$ cat src/rtl/ram_sync_clear_if.sv
// Bus interface for ram_sync_clear: write data, address, read/write
// requests toward the RAM; registered read data, valid strobe and busy back.
interface ram_sync_clear_if #(
  parameter int WIDTH  = 16,
  parameter int ADDR_W = 6
);
  logic [WIDTH-1:0]  in;
  logic [ADDR_W-1:0] addr;
  logic              write;
  logic              read;
  logic [WIDTH-1:0]  out;
  logic              out_valid;
  logic              busy;

  // Requester side
  modport master (
    output in, addr, write, read,
    input  out, out_valid, busy
  );

  // RAM side
  modport slave (
    input  in, addr, write, read,
    output out, out_valid, busy
  );
endinterface

$ cat src/rtl/ram_sync_clear.sv
// ram_sync_clear: parametrised single-port synchronous RAM with a registered
// read port, one-cycle valid strobe and a hardware clear sweep after reset.
// Optional macro RAM_WRITE_THROUGH_EN: same-cycle read+write returns the new
// data (write-first); undefined, the read returns the old word (read-first).
module ram_sync_clear #(
  parameter int              WIDTH     = 16,
  parameter int              ADDR_W    = 6,
  parameter logic [WIDTH-1:0] CLEAR_VAL = '0
) (
  input logic             clk,
  input logic             reset,
  ram_sync_clear_if.slave bus
);

  localparam int unsigned DEPTH = 1 << ADDR_W;

  typedef enum logic {
    ST_CLEAR,
    ST_READY
  } state_e;

  state_e            state_q, state_d;
  logic [ADDR_W-1:0] cnt_q, cnt_d;
  logic [WIDTH-1:0]  out_q, out_d;
  logic              out_valid_q, out_valid_d;

  logic [WIDTH-1:0]  mem [DEPTH];

  logic              mem_we;
  logic [ADDR_W-1:0] mem_waddr;
  logic [WIDTH-1:0]  mem_wdata;
  logic [WIDTH-1:0]  rd_word;

  // Next-state and memory write port: the sweep owns the port while clearing
  always_comb begin
    state_d   = state_q;
    cnt_d     = cnt_q;
    mem_we    = 1'b0;
    mem_waddr = bus.addr;
    mem_wdata = bus.in;
    unique case (state_q)
      ST_CLEAR: begin
        mem_we    = 1'b1;
        mem_waddr = cnt_q;
        mem_wdata = CLEAR_VAL;
        cnt_d     = cnt_q + 1'b1;
        if (cnt_q == '1) begin
          state_d = ST_READY;
        end
      end
      ST_READY: begin
        mem_we = bus.write;
      end
    endcase
    // The sweep restarts from word 0 on reset, so nothing is written meanwhile
    if (reset) begin
      mem_we = 1'b0;
    end
  end

  // Read path: registered data with a one-cycle valid strobe
  always_comb begin
    rd_word     = mem[bus.addr];
    out_d       = out_q;
    out_valid_d = 1'b0;
    if (state_q == ST_READY && bus.read) begin
      out_valid_d = 1'b1;
`ifdef RAM_WRITE_THROUGH_EN
      // Single address port: a concurrent write always targets the read word
      if (bus.write) begin
        out_d = bus.in;
      end else begin
        out_d = rd_word;
      end
`else
      out_d = rd_word;
`endif
    end
  end

  // State, sweep counter and output registers
  always_ff @(posedge clk) begin
    if (reset) begin
      state_q     <= ST_CLEAR;
      cnt_q       <= '0;
      out_q       <= '0;
      out_valid_q <= 1'b0;
    end else begin
      state_q     <= state_d;
      cnt_q       <= cnt_d;
      out_q       <= out_d;
      out_valid_q <= out_valid_d;
    end
  end

  // Storage array, no reset: contents are defined by the sweep
  always_ff @(posedge clk) begin
    if (mem_we) begin
      mem[mem_waddr] <= mem_wdata;
    end
  end

  assign bus.out       = out_q;
  assign bus.out_valid = out_valid_q;
  assign bus.busy      = (state_q == ST_CLEAR);

endmodule

$ cat src/flat_wrapper.sv
// flat-port wrapper written by rule: the top's interface ports become plain ports
module ram_sync_clear_flat 
#(
  parameter int              WIDTH     = 16,
  parameter int              ADDR_W    = 6,
  parameter logic [WIDTH-1:0] CLEAR_VAL = '0
)
  (clk, reset, bus_in, bus_addr, bus_write, bus_read, bus_out, bus_out_valid, bus_busy);
  ram_sync_clear_if #(.WIDTH(WIDTH), .ADDR_W(ADDR_W)) bus_i ();
  input logic clk;
  input logic reset;
  input wire logic [$bits(bus_i.in)-1:0] bus_in;
  input wire logic [$bits(bus_i.addr)-1:0] bus_addr;
  input wire logic [$bits(bus_i.write)-1:0] bus_write;
  input wire logic [$bits(bus_i.read)-1:0] bus_read;
  output wire logic [$bits(bus_i.out)-1:0] bus_out;
  output wire logic [$bits(bus_i.out_valid)-1:0] bus_out_valid;
  output wire logic [$bits(bus_i.busy)-1:0] bus_busy;
  assign bus_i.in = bus_in;
  assign bus_i.addr = bus_addr;
  assign bus_i.write = bus_write;
  assign bus_i.read = bus_read;
  assign bus_out = bus_i.out;
  assign bus_out_valid = bus_i.out_valid;
  assign bus_busy = bus_i.busy;
  ram_sync_clear #(.WIDTH(WIDTH), .ADDR_W(ADDR_W), .CLEAR_VAL(CLEAR_VAL)) u_core (.clk(clk), .reset(reset), .bus(bus_i));
endmodule
$ cat config.mk
export PLATFORM = sky130hd
export DESIGN_NAME = ram_sync_clear_flat
export DESIGN_NICKNAME = d
export VERILOG_FILES = /design/src/rtl/ram_sync_clear_if.sv /design/src/rtl/ram_sync_clear.sv /design/src/flat_wrapper.sv
export SDC_FILE = /design/constraint.sdc
export NUM_CORES = 1
export LEC_CHECK = 0
export CORE_AREA = 2 2 269 271
export DETAILED_ROUTE_END_ITERATION = 7
export DIE_AREA = 0 0 271 273
export PLACE_DENSITY = 0.74
export SLEW_MARGIN = 40
export SYNTH_ARGS = -nofsm -noshare
export SYNTH_HDL_FRONTEND = slang
export SYNTH_SLANG_ARGS = --single-unit
$ cat constraint.sdc
create_clock -name clk -period 7.6 [get_ports clk]
set_input_delay 1.52 -clock clk [delete_from_list [all_inputs] [get_ports clk]]
set_output_delay 1.52 -clock clk [all_outputs]
set_load 0.01 [all_outputs]
==> results.json <==
{
  "status": "finished, final reports clean",
  "die_x_um": 271,
  "final_design_utilization_pct": 64.2,
  "synth_area_um2": 40200,
  "critical_path_buf_inv_count": 2,
  "mappedNetlistNets": 1961,
  "postCtsSetupRepairBufs": 0,
  "root_buffer": "clkbuf_16",
  "synth.avg_cell_area_um2": 20.8,
  "clock-sinks": 1048,
  "clock_insertion_delay_worst_skew_ns": 0.67,
  "setup.worst_path.class": "in -> reg",
  "regArea_um2": 31200,
  "place_area_um2": 42200,
  "setup_total_negative_slack_ns": 0,
  "final_antenna_net_count": 0,
  "final_cell_area_um2": 45600,
  "grt_start_max_net_pins": 129,
  "die_y_um": 273,
  "dominant_cells_by_area_after_synthesis": "edfxtp_1 (76%), mux4_2 (11%), mux2i_1 (3.6%)",
  "timing_max_transition_violations_final": 0,
  "final.min_clock_period_ns": 3.98,
  "final_layout_size_suffix_gt1_share_pct": 22.5,
  "synthToLayoutAreaGrowth_pct": 13.3,
  "fin_nets": 2094,
  "ir_worst_vdd_mv": 0.194,
  "hpwlAfterDp_um": 50800,
  "globalRoute.totalOverflow": 0,
  "place.gp.congestion": 0.865,
  "post-synth-top-area-fraction_pct": 76.5,
  "grt_first_pass_wirelength_um": 134000,
  "timing.slew.headroom_pct": 43.1,
  "min_period_over_period_pct": 52.3,
  "drcViolationCount": 0,
  "powerDensity_nw_per_um2": 255,
  "layout_setup_ws_ns": 3.62,
  "synth-warning-count": 0,
  "cap_viol_max_count": 0,
  "tightestPinTransition_ns": 0.854,
  "synth_ff_type": "edfxtp_1",
  "crit_arrival_ns": 4.34,
  "worst_path_largest_cell_delay_ns": 0.80,
  "fillCellCount": 4507,
  "synthDominantAreaCellType": "edfxtp_1",
  "drt-total-wl_um": 91600,
  "cts_inserted_buffers": 100,
  "synthArstFlopShare_pct": 0,
  "floorplan.core_area_um2": 71000,
  "cp-start-kind": "primary input",
  "ctsHtreeMaxLevel": 3,
  "synth.yosys.seq_area_share_pct": 77.7,
  "worst_clock_skew_ns": 0.0479,
  "min-delay-path-class": "reg -> reg",
  "synth-edff-count": 1024,
  "via_count_of_the_first_global_routing_pass": 19800,
  "postSynthRegisterBits": 1048,
  "setup-violations-final": 0,
  "die-area_um2": 74000,
  "cell_count_after_synthesis": 1934,
  "critical_path.endpoint_type": "flop",
  "max-clock-path-buffers": 3,
  "cts.reportedPaths.clkPinSlew_ns": 0.06,
  "initial_utilization_pct": 56.6,
  "worst-r2r-setup-slack_ns": 4.43,
  "detail_route.iter0.violations": 2830,
  "post_cts_resize_count": 0,
  "finalHoldViolations": 0,
  "detailedPlace.worstSlack_ns": 2.71,
  "worstPathCellList": "clkdlybuf4s50_1, a21oi_1, nand2_1, nor2_1, buf_4",
  "grt_setup_unrepaired": "false",
  "crit_fanout": 12,
  "tritoncts": "done",
  "critical-path-top-delay-family": "simple AND/OR/NAND/NOR gates",
  "groute.usage.overall_pct": 25.0,
  "yosysUniqueCellTypes": 45,
  "vias_per_cell": 6.48,
  "crit_required_ns": 7.96,
  "fmax_mhz": 251,
  "multiInputGateArea_um2": 8530,
  "post_drt_wl_per_cell_um": 29.6,
  "critical_path.slowest_cell": "clkdlybuf4s50_1",
  "vias": 20100,
  "port_buffers": 43,
  "holdBufCountCts": 0,
  "rows": 98,
  "ios": 44,
  "grt_antenna_before_repair": 4,
  "number_of_optimization_iterations_in_the_first_detailed_route_pass": 6,
  "p_leak_nw": 15.4
}
final timing paths:
kind,to,start,depth (start not counted)
worst max register to register,u_core.mem[63][0],u_core.state_q,7
worst max-delay path,u_core.mem[63][0],reset,5
worst min register to register,u_core.cnt_q[5],u_core.cnt_q[5],2
worst min-delay path,u_core.cnt_q[5],u_core.cnt_q[5],2
stage by stage:
| stage | hold slack (ns) | power, mW | std cells |
|---|---|---|---|
| final | 0.524 | 11.6 | 3099 |
| after CTS | 0.521 | 11.7 | 3095 |
| after global placement | 0.498 | 6.76 | 2912 |
| after floorplan | 0.481 | 6.66 | 1934 |
| after global routing | 0.573 | 11.9 | 3098 |
| after detailed placement | 0.511 | 6.77 | 2912 |
cells in the mapped netlist, types with 2 or more instances:
cell         n
nor2b_1      7
a221oi_2    10
and2_1      18
xnor2_1      2
edfxtp_1  1024
xor2_1       2
a221oi_1     6
a21oi_1     19
inv_1        5
buf_4        3
buf_1        9
o32a_1       2
buf_2       40
dfxtp_1     24
nor2_1      82
mux2i_1    146
nand3_1     40
buf_6        3
nand2b_1     2
nand2_1     40
mux4_2     192
a22oi_1    113
or3_1       18
a22o_1      17
a31oi_1     17
clkbuf_1    57
o21ai_0      3
o211ai_1    16
tightest hold or removal path, cell delays in order, from the launching register on:
cell and delay (ns):
dfxtp_1 0.34, o21ai_0 0.08, a21oi_1 0.06
sequential cells by signal (all words and copies together), names as in the netlist:
| signal | flops |
|---|---|
| u_core.state_q | 1 |
| u_core.cnt_q | 6 |
| u_core.bus.out | 16 |
| u_core.mem | 1024 |
| u_core.bus.out_valid | 1 |
placed cells by master (no fill, tap or decap), drive strengths merged, types with 2 or more instances in the layout:
master / n
mux4: 192
bufinv: 13
a221oi: 16
nand3: 40
xnor2: 2
or3: 18
a22o: 17
clkinvlp: 10
o211ai: 16
and2: 18
nand2: 40
buf: 103
mux2i: 146
o21ai: 3
a31oi: 17
o32a: 2
nor2b: 7
inv: 9
clkbuf: 114
a21oi: 19
clkinv: 43
nand2b: 2
edfxtp: 1024
clkdlybuf4s50: 40
dfxtp: 24
nor2: 82
a22oi: 113
xor2: 2
report_power, final:
group / total [mW] / switching (mW) / internal, mW
logic: 0.382 / 0.216 / 0.167
registers: 6.27 / 0.00707 / 6.26
clock network: 4.99 / 2.12 / 2.87
total: 11.6 / 2.34 / 9.30
kinds of logic after synthesis:
family,share of synthesized area (%)
compound gates,4.01
xor+xnor,0.0871
fa+ha+maj,0.0311
buf+inv,1.31
flops,77.7
mux,14.4
simple gates,2.50
final cells by class:
type / instances / share of cell area, %
inverters: 6 / 0.0494
diodes: 1 / 0.00549
multi-input cells: 768 / 18.7
clock inverters: 69 / 1.66
repair buffers: 143 / 2.81
well taps: 950 / 2.61
clock buffers: 114 / 5.61
flip-flops and latches: 1048 / 68.5
routing by layer:
metal,up-vias,GRT usage [%],part of all wire (%),routed length (um)
li1,8338,-,-,-
met1,10500,36.7,40,36900
met2,1083,38.2,47,43200
met3,145,5.17,9.6,8780
met4,6,8.30,2.9,2690
met5,-,0,0.045,41
(Power assumes the default switching activity.)
